===== src/rtl/motor_dir_pkg.sv =====
// Shared definitions for the H-bridge direction controller.
// Covers the mode encoding, the per-channel state encoding and the reversal test.
package motor_dir_pkg;

   localparam logic [1:0] MODE_COAST = 2'b00;
   localparam logic [1:0] MODE_FWD   = 2'b10;
   localparam logic [1:0] MODE_REV   = 2'b01;
   localparam logic [1:0] MODE_BRAKE = 2'b11;

   typedef enum logic {
      ST_DRIVE = 1'b0,
      ST_DEAD  = 1'b1
   } state_e;

   // A reversal is a direct FWD<->REV move, the only change that needs dead-time.
   function automatic logic isReversal(input logic [1:0] cur, input logic [1:0] req);
      return ((cur == MODE_FWD) && (req == MODE_REV)) ||
             ((cur == MODE_REV) && (req == MODE_FWD));
   endfunction

endpackage


===== src/rtl/motor_dir_ch.sv =====
// One H-bridge channel: applies mode requests and inserts a coast dead-time
// on every direct forward/reverse reversal.
module motor_dir_ch
   import motor_dir_pkg::*;
#(
   parameter int DEAD_CYC = 1000
) (
   input  logic       clk,
   input  logic       rst,
   input  logic       enable,
   input  logic [1:0] mode,
   output logic       dir_out1,
   output logic       dir_out2,
   output logic       busy
);

   localparam int CNT_W = $clog2(DEAD_CYC + 1);
   localparam logic [CNT_W-1:0] CNT_LOAD = CNT_W'(DEAD_CYC - 1);

   state_e           state_q, state_d;
   logic [1:0]       cur_q, cur_d;
   logic [CNT_W-1:0] cnt_q, cnt_d;

   always_ff @(posedge clk or posedge rst) begin
      if (rst) begin
         state_q <= ST_DRIVE;
         cur_q   <= MODE_COAST;
         cnt_q   <= '0;
      end else begin
         state_q <= state_d;
         cur_q   <= cur_d;
         cnt_q   <= cnt_d;
      end
   end

   // The counter is loaded with DEAD_CYC-1 on entry so coast lasts exactly DEAD_CYC cycles.
   always_comb begin
      state_d = state_q;
      cur_d   = cur_q;
      cnt_d   = cnt_q;
      if (!enable) begin
         state_d = ST_DRIVE;
         cur_d   = MODE_COAST;
         cnt_d   = '0;
      end else begin
         unique case (state_q)
            ST_DRIVE: begin
               if (mode != cur_q) begin
                  if (isReversal(cur_q, mode)) begin
                     state_d = ST_DEAD;
                     cur_d   = MODE_COAST;
                     cnt_d   = CNT_LOAD;
                  end else begin
                     cur_d = mode;
                  end
               end
            end
            ST_DEAD: begin
               if ((mode == MODE_COAST) || (mode == MODE_BRAKE) || (cnt_q == '0)) begin
                  state_d = ST_DRIVE;
                  cur_d   = mode;
                  cnt_d   = '0;
               end else begin
                  cnt_d = cnt_q - CNT_W'(1);
               end
            end
            default: begin
               state_d = ST_DRIVE;
               cur_d   = MODE_COAST;
               cnt_d   = '0;
            end
         endcase
      end
   end

   always_comb begin
      dir_out1 = cur_q[1];
      dir_out2 = cur_q[0];
      busy     = (state_q == ST_DEAD);
   end

endmodule


===== src/rtl/motor_dir_ctrl.sv =====
// Multi-channel H-bridge direction controller: one independent channel
// (FSM plus its own dead-time counter) per motor driver.
module motor_dir_ctrl
   import motor_dir_pkg::*;
#(
   parameter int N_CH     = 2,
   parameter int DEAD_CYC = 1000
) (
   input  logic              clk,
   input  logic              rst,
   input  logic              enable,
   input  logic [2*N_CH-1:0] mode,
   output logic [N_CH-1:0]   dir_out1,
   output logic [N_CH-1:0]   dir_out2,
   output logic [N_CH-1:0]   busy
);

   for (genvar i = 0; i < N_CH; i++) begin : gCh
      motor_dir_ch #(
         .DEAD_CYC(DEAD_CYC)
      ) uCh (
         .clk     (clk),
         .rst     (rst),
         .enable  (enable),
         .mode    (mode[2*i +: 2]),
         .dir_out1(dir_out1[i]),
         .dir_out2(dir_out2[i]),
         .busy    (busy[i])
      );
   end

endmodule


===== config.mk =====
export PLATFORM = sky130hd
export DESIGN_NAME = motor_dir_ctrl
export DESIGN_NICKNAME = d
export VERILOG_FILES = /design/src/rtl/motor_dir_pkg.sv /design/src/rtl/motor_dir_ch.sv /design/src/rtl/motor_dir_ctrl.sv
export SDC_FILE = /design/constraint.sdc
export NUM_CORES = 1
export LEC_CHECK = 0
export ABC_AREA = 1
export CORE_ASPECT_RATIO = 0.75
export CORE_MARGIN = 8
export CORE_UTILIZATION = 35
export CTS_BUF_LIST = sky130_fd_sc_hd__clkbuf_8 sky130_fd_sc_hd__clkbuf_16
export DETAILED_ROUTE_END_ITERATION = 12
export SKIP_CTS_REPAIR_TIMING = 1
export SYNTH_ARGS = -nofsm -noshare
export SYNTH_HDL_FRONTEND = slang
export SYNTH_HIERARCHICAL = 1
export SYNTH_SLANG_ARGS = --single-unit

===== constraint.sdc =====
create_clock -name clk -period 3.8 [get_ports clk]
set_clock_uncertainty 0.2 [all_clocks]
set_input_delay 1.14 -clock clk [delete_from_list [all_inputs] [get_ports clk]]
set_output_delay 1.14 -clock clk [all_outputs]
set_load 0.05 [all_outputs]

### Word-level counts from Yosys, hierarchy flattened

Index checks and enable logic that the tools add are counted.

* register bits after elaboration: 26
* input bits: 7
* output and inout port bits: 6
* logic and storage cells: 76

* add/sub/neg operators: 2
* equality and inequality tests: 18
* mux-type cells: 30
* bitwise gates (word level): 2
* reduce and logical (&&, ||, !) cells: 18

Operators with widths (count)
* 10-bit 2-to-1 mux: 8
* 10-bit one-hot mux with 2 select lines: 2
* 10-bit zero test: 2
* 10-bit by 1-bit subtractor with 10-bit output (second input constant): 2
* 2-bit 2-to-1 mux: 8
* 2-bit equality test (second input constant): 6
* 3-bit by 2-bit inequality test with 1-bit output (second input constant): 4
* 2-bit by 1-bit equality test with 1-bit output (second input constant): 4
* 1-bit 2-to-1 mux: 8
* 2-bit one-hot mux with 2 select lines: 2
* 2-bit AND reduction: 4
* 1-bit logical OR: 6
* 3-bit inequality test (second input constant): 2
* 1-bit logical AND: 4
* 2-bit zero test: 2
* 2-bit inequality test: 2
* 1-bit one-hot mux with 2 select lines: 2
* 1-bit NOT: 2

### Longest topological paths before layout

Gate-level depths: netlist (run 1).

* depth after elaboration: 7
* mapped depth: 9

### Modules after synthesis

The synthesis (run 1) kept the hierarchy.

Modules (own cells, without submodules)
* motor_dir_ch at gCh[0].uCh: times used 1, cells each 142, area each 978.4 um^2, seq. area each 325.3 um^2
* motor_dir_ch at gCh[1].uCh: times used 1, cells each 125, area each 904.6 um^2, seq. area each 325.3 um^2

### Least setup slack after synthesis (run 1)

OpenSTA, ideal clock, no wires.

* path kind: input -> register
* start: input mode[0]
* end: register gCh[0].uCh.cnt_q[7]
* arrival time: 1893 ps
* required time: 3481 ps
* setup slack: 1589 ps
* cell stages on the path: 9
* path buffers: 0
* path through: inv_1 > ha_1 > nand3_1 > nand2_2 > nand2_4 > nand2_4 > nor2_1 > nor2_1 > nand2_1

* word-level cells in the longest chain between the ends: 6

Ends and longest elaborated chain
* start: declaration: RTL line motor_dir_ctrl.sv:12 `input logic [2*N_CH-1:0] mode,`
* 2-bit equality test / 2-bit zero test (equally long branches): RTL line motor_dir_ch.sv:59 `if ((mode == MODE_COAST) || (mode == MODE_BRAKE) || (cnt_q == '0)) begin`
* 1-bit logical OR (2 in series): RTL line motor_dir_ch.sv:59
* 10-bit 2-to-1 mux: RTL line motor_dir_ch.sv:59
* 10-bit one-hot mux with 2 select lines: RTL line motor_dir_ch.sv:46 `unique case (state_q)`
* 10-bit 2-to-1 mux: RTL line motor_dir_ch.sv:41 `if (!enable) begin`
* end signal: assignment: RTL line motor_dir_ch.sv:32 `cnt_q <= cnt_d;`
* end: declaration: RTL line motor_dir_ch.sv:22 `logic [CNT_W-1:0] cnt_q, cnt_d;`

Parallel ways exist; a longest one is shown, timed or not.
A chain may end at the register's enable or synchronous reset.

### Worst setup path after layout (run 1)

* start: register gCh[0].uCh.state_q
* end: output busy[0]

RTL lines
* start: declaration: RTL line motor_dir_ch.sv:20 `state_e state_q, state_d;`
* start signal: assignment: RTL line motor_dir_ch.sv:30 `state_q <= state_d;`
* end: declaration: RTL line motor_dir_ctrl.sv:15 `output logic [N_CH-1:0] busy`

No word-level cell between the ends.

==> summary.md, run 1 <==
| Metric | Value |
|---|---|
| Synthesized flop and latch total | `26` |
| Antenna viol nets, final | `0` |
| Fin. max-slew vios | `0` |
| Total negative slack | `0 ns` |
| I/O Pins | `13` |
| Clock Tree Buf Depth | `2` |
| Critical path's top delay family | `buffers and inverters` |
| Largest net degree at the start of global routing | `14` |
| Critical path required time | `2.46 ns` |
| Hold EP | `gCh[1].uCh/cnt_q[0]` |
| Startpoint type of the worst setup path | `flip-flop` |
| Placed wire-length estimate | `3.09 mm` |
| Cell taking the most area after synthesis | `dfrtp_1` |
| Final WL | `4.06 mm` |
| Placed Instance Area | `2100 µm²` |
| Hold depth | `2` |
| Syn Area/Cell | `7.05 µm²` |
| Die area | `8010 µm²` |
| Clock Pin Slew Worst Setup and Hold Paths | `0.10 ns` |
| Synth top area cells | `dfrtp_1, nand2_1, nor2_1` |
| Period utilization | `78.0%` |
| Htree depth | `1` |
| Gate power share | `38.3%` |
| Final Instance Count excl. Fillers | `357` |
| Site row count | `23` |
| Min Tclk post-route | `2.96 ns` |
| Post-synth EDFFs | `0` |
| Setup crit end kind | `output pin` |
| Placed instance count | `354` |
| CTS sink cnt | `26` |
| Area of all placed cells without fillers | `2140 µm²` |
| Yosys cell types | `25` |
| Area Overhead vs Synth | `13.6%` |
| Netlist Area Pre-Place | `1880 µm²` |
| Final Power | `796 µW` |
| Synth Flop Type | `dfrtp_1` |
| Initial core utilization | `35.8%` |
| CP max-delay cell | `clkdlybuf4s50_1` |
| Height of the chip | `79.5 µm` |
| Core area | `5270 µm²` |
| Detailed Routing Iterations Pass 1 | `4` |
| Seq pwr share | `41.1%` |
| Seq/Total Area, Yosys | `34.6%` |
| Clock Power Share | `20.6%` |
| Max-cap violations | `0` |
| Net switching power figure | `314 µW` |
| DR vias | `1622` |
| Initial antenna violation count | `0` |
| Async SR Flop Fraction | `100%` |
| # DRC | `0` |
| CTS tree | `done` |
| Final setup violation count | `0` |
| Rel. slew slack | `64.0%` |
| Worst R2R Start | `gCh[1].uCh/cnt_q[0]` |
| Worst vdd ir | `0.128 mV` |
| Cell count after synthesis | `267` |
| Syn Nets | `280` |
| Worst hold path class | `flip-flop to flip-flop` |
| Worst R2R Path Depth | `9` |
| Critical path, cell by cell | `clkdlybuf4s50_1` |
| Crit Path Category | `flip-flop to output pin` |
| PD cells | `372 nW/µm²` |
| RSZ-0062 raised after global routing | `false` |
| Number of diodes | `0` |
| Final hold viol count | `0` |
| Layout cell share with drive strength beyond 1 | `16.0%` |
| Crit-path max FO | `4` |
| Die span in x | `101 µm` |
| First-pass GRT wire length | `7.25 mm` |
| Vias in the first global route | `1584` |
| FF-to-FF setup slack | `2.07 ns` |
| Post-synth top area share | `34.6%` |
| Synth Warn # | `6` |
| Nets | `297` |
| Worst skew pair latency | `0.27 ns` |
| Worst-case hold slack | `0.361 ns` |
| Wire length per cell | `11.4 µm` |
| Worst-margin pin slew | `0.539 ns` |
| Reg area | `651 µm²` |
| Filler cells | `557` |
| Vias per cell | `4.54` |
| Root buf cell | `clkbuf_8` |
| Leakage | `1.16 nW` |
| Final Wtd Congestion | `0.865` |
| Buffers on Ports | `12` |
| GRT Total Usage | `11.0%` |
| Inserted Clock Buffers | `3` |
| Initial DRC Count | `114` |
| Critical hold path startpoint | `gCh[1].uCh/cnt_q[0]` |
| Worst path max stage delay | `0.86 ns` |
| Fmax | `337 MHz` |
| Worst EP arrival | `1.62 ns` |
| CP Buf/Inv Count | `1` |
| Multi-input logic area | `1080 µm²` |
| Internal power | `482 µW` |
| Sw Share | `39.4%` |
| Status | `finished, final reports clean` |
| Gr ovfl total | `0` |
| RR Endpoint | `gCh[1].uCh/cnt_q[8]` |
-- synth_stat cells, types with 3 or more instances --
cell,number
inv_2,11
nand2_2,11
ha_1,6
a21oi_1,5
nand3_2,7
nor2_2,4
nand3_1,28
nand4_1,5
inv_1,26
nand2_1,69
nor3_1,3
o21ai_0,3
xor2_1,10
dfrtp_1,26
nor2_1,38
-- layer usage --
metal	track usage [%]	part of all wire, %
met1	16.1	55
met2	15.2	39
met3	2.09	3.9
met4	4.51	1.6
met5	0	0
-- layout make-up --
type	instances	area share, %
well taps	75	4.39
multi-input cells	201	50.5
repair buffers	12	5.62
inverters	40	7.14
clock buffers	3	1.93
flip-flops and latches	26	30.4
-- registers in the layout, summed over array words and instances (netlist names) --
| register | flops |
|---|---|
| gCh.uCh/busy | 2 |
| gCh.uCh/cur_q | 4 |
| gCh.uCh/cnt_q | 20 |
-- through the flow --
stage / worst slack (ns) / utilization (%)
floorplan: 1.59 / -
global placement: 0.905 / 39.8
detailed placement: 0.912 / 39.8
CTS: 0.811 / 40.6
global route: 0.754 / 40.6
finish: 0.836 / 40.6
-- placed cells by master, fill, tap and decap left out --
cell type / instances
a21oi_1: 5
a21oi_2: 1
clkbuf_8: 3
clkdlybuf4s50_1: 12
clkinv_1: 2
dfrtp_1: 26
ha_1: 6
inv_1: 26
inv_2: 11
inv_4: 1
nand2_1: 69
nand2_2: 11
nand2_4: 2
nand3_1: 28
nand3_2: 7
nand3_4: 1
nand4_1: 5
nor2_1: 38
nor2_2: 4
nor2_4: 2
nor2_8: 1
nor3_1: 3
o21ai_0: 3
o21ai_1: 2
or2_2: 1
xnor2_1: 2
xor2_1: 10
-- worst max path at each step --
stage,startpoint,endpoint,slack (ns),depth (start not counted)
after global placement,mode[0],gCh[0].uCh/cnt_q[6],0.90,9
after CTS,gCh[0].uCh/busy,busy[0],0.81,1
after detailed placement,mode[0],gCh[0].uCh/cnt_q[6],0.91,9
after global routing,gCh[0].uCh/busy,busy[0],0.75,1
final,gCh[0].uCh/busy,busy[0],0.84,1
after floorplan,mode[0],gCh[0].uCh/cnt_q[7],1.59,9
-- power by group through the flow --
| stage | Sequential [mW] | Combinational (mW) | Clock, mW |
|---|---|---|---|
| global placement | 0.333 | 0.302 | 0 |
| floorplan | 0.344 | 0.225 | 0 |
| finish | 0.327 | 0.305 | 0.164 |
| global route | 0.331 | 0.347 | 0.178 |
| detailed placement | 0.332 | 0.304 | 0 |
| CTS | 0.327 | 0.305 | 0.170 |
-- cell families (layout without fill, tap and decap cells) --
family | after synthesis | in the layout | share of synthesized area [%]
AND/OR/NAND/NOR | 172 | 172 | 44.7
XOR/XNOR | 12 | 12 | 5.58
adder cells (fa/ha/maj) | 6 | 6 | 3.99
buffers and inverters | 40 | 55 | 8.11
AO/OA/AOI/OAI | 11 | 11 | 3.12
flip-flops | 26 | 26 | 34.6
No activity file was read; power rests on OpenSTA's default activity.
==> inputs of run 2 (changes only) <==
clock period = 2.7 ns   (was 3.8 ns; I/O delays follow)
==> run 2 against run 1 <==
Count of clock-buffer cells in the layout unchanged. Worst hold slack worse by 0.020 ns. Sequential share of layout area fell by 0.49 points. Via count grew 1.5%. Sequential cell count stayed put. Global-route usage up 0.38 points. Wire length shrank 0.25%. Non-clock buffer count is 1 higher. Core utilization grew 0.67 points.
==> summary.md, run 2 (same netlist as run 1, synthesis figures left out) <==
| Metric | Value |
|---|---|
| Number of diodes | `0 (unchanged)` |
| Commonest non-fill, non-tap cell in the layout | `nand2_1 (unchanged)` |
| Initial core utilization | `35.8% (unchanged)` |
| Root buf cell | `clkbuf_8 (unchanged)` |
| Final WL | `4.05 mm (was 4.06 mm)` |
| Die span in x | `101 µm (unchanged)` |
| Final Power | `1.22 mW (was 796 µW)` |
| Multi-input logic area | `1080 µm² (unchanged)` |
| Site row count | `23 (unchanged)` |
| CTS tree | `done (unchanged)` |
| Total negative slack | `0 ns (unchanged)` |
| Final core utilization | `41.3% (was 40.6%)` |
| Placed Instance Area | `2100 µm² (about the same)` |
| RSZ-0062 raised after global routing | `false (unchanged)` |
| CP max-delay cell | `clkdlybuf4s50_1 (unchanged)` |
| Wire length per cell | `11.3 µm (was 11.4 µm)` |
| Max-cap violations | `0 (unchanged)` |
| Inserted Clock Buffers | `3 (unchanged)` |
| Final setup violation count | `0 (unchanged)` |
| CP Buf/Inv Count | `1 (unchanged)` |
| Clock Pin Slew Worst Setup and Hold Paths | `0.10 ns (about the same)` |
| Placed wire-length estimate | `3.19 mm (was 3.09 mm)` |
| Final Instance Count excl. Fillers | `359 (was 357)` |
| GRT Total Usage | `11.4% (was 11.0%)` |
| Initial DRC Count | `87 (was 114)` |
| Period utilization | `95.3%` |
| Critical path required time | `1.69 ns (was 2.46 ns)` |
| Worst skew pair latency | `0.27 ns (about the same)` |
| Max FFs per register | `20 (unchanged)` |
| Vias in the first global route | `1571 (was 1584)` |
| Largest Register | `gCh.uCh/cnt_q (unchanged)` |
| Worst path max stage delay | `0.84 ns (was 0.86 ns)` |
| Rel. slew slack | `64.0% (about the same)` |
| CTS sink cnt | `26 (unchanged)` |
| Worst EP arrival | `1.56 ns (was 1.62 ns)` |
| Nets | `298 (was 297)` |
| Filler cells | `543 (was 557)` |
| Critical path's top delay family | `buffers and inverters (unchanged)` |
| Buffers on Ports | `12 (unchanged)` |
| Min Tclk post-route | `2.57 ns` |
| Crit-path max FO | `5 (was 4)` |
| Die area | `8010 µm² (unchanged)` |
| Area Overhead vs Synth | `15.4% (was 13.6%)` |
| Worst vdd ir | `0.261 mV (was 0.128 mV)` |
| Detailed Routing Iterations Pass 1 | `5 (was 4)` |
| Htree depth | `1 (unchanged)` |
| Startpoint type of the worst setup path | `flip-flop (unchanged)` |
| Vias per cell | `4.58 (was 4.54)` |
| Reg area | `651 µm² (unchanged)` |
| Commonest non-fill, non-tap cells in the layout | `nand2_1, nor2_1, nand3_1 (unchanged)` |
| DR vias | `1646 (was 1622)` |
| PD cells | `562 nW/µm² (was 372 nW/µm²)` |
| Area of all placed cells without fillers | `2170 µm² (was 2140 µm²)` |
| First-pass GRT wire length | `7.45 mm (was 7.25 mm)` |
| Critical path, cell by cell | `clkdlybuf4s50_1 (unchanged)` |
| Layout cell share with drive strength beyond 1 | `16.9% (was 16.0%)` |
| Leakage | `1.18 nW (was 1.16 nW)` |
| # DRC | `0 (unchanged)` |
| Setup crit end kind | `output pin (unchanged)` |
| Initial antenna violation count | `0 (unchanged)` |
| Worst-margin pin slew | `0.539 ns (about the same)` |
| Core area | `5270 µm² (unchanged)` |
| Fmax | `389 MHz` |
| Placed instance count | `355 (was 354)` |
| Fin. max-slew vios | `0 (unchanged)` |
| Final hold viol count | `0 (unchanged)` |
| Final Wtd Congestion | `0.792 (was 0.865)` |
| Status | `finished, final reports clean (unchanged)` |
| I/O Pins | `13 (unchanged)` |
| Crit Path Category | `flip-flop to output pin (unchanged)` |
| Antenna viol nets, final | `0 (unchanged)` |
| Clock Tree Buf Depth | `2 (unchanged)` |
| Height of the chip | `79.5 µm (unchanged)` |
| Worst hold path class | `flip-flop to flip-flop (unchanged)` |
| Gr ovfl total | `0 (unchanged)` |
| Largest net degree at the start of global routing | `16 (was 14)` |
## run 2: cell types whose count changed in the layout (fill, tap and decap cells not counted)
cell	change
clkdlybuf4s50_1	-1
buf_4	+2
bufinv_16	+1
## run 2: per-stage QoR
step / hold WS, ns / setup WS (ns)
4_1_cts: 0.354 / 0.110
5_1_grt: 0.379 / 0.0709
3_5_place_dp: 0.332 / 0.0992
3_3_place_gp: 0.327 / 0.122
2_1_floorplan: 0.292 / 0.819
6_report: 0.340 / 0.126
## run 2: worst reg2reg max path, delay by kind of cell, from the launching register on
kind	cells	cell delay, ns
DFF	1	0.41
buffers and inverters	2	0.20
and+or+nand+nor	6	0.63
adders and majority gates	1	0.22
## run 2: layout make-up
class                      count  area share (%)
clock buffer                   3            1.90
inverter                      40            7.02
sequential                    26            29.9
tap                           75            4.32
timing repair buffer          13            5.76
multi-input combinational    201            49.7
clock inverter                 1            1.38
## run 2: report_power, final
group,switching (mW),internal (mW)
Sequential,0.0385,0.422
Combinational,0.277,0.157
Clock,0.130,0.199
Total,0.445,0.777
## run 2: per-layer routing
layer | part of all wire (%) | GRT usage, %
met1 | 56 | 17.4
met3 | 4.8 | 2.70
met2 | 39 | 15.2
met5 | 0 | 0
met4 | 0.84 | 2.71
## run 2: worst paths after layout
path | cells past startpoint | from | endpoint | slack, ns
max | 1 | gCh[0].uCh/cur_q[0] | dir_out2[0] | 0.13
min | 2 | gCh[1].uCh/cnt_q[0] | gCh[1].uCh/cnt_q[0] | 0.34
max reg2reg | 9 | gCh[0].uCh/cnt_q[0] | gCh[0].uCh/cnt_q[6] | 0.94
min reg2reg | 2 | gCh[1].uCh/cnt_q[0] | gCh[1].uCh/cnt_q[0] | 0.34
max in group asynchronous | 2 | rst | gCh[0].uCh/cnt_q[7] | 1.24
min in group asynchronous | 2 | rst | gCh[1].uCh/cnt_q[9] | 0.70
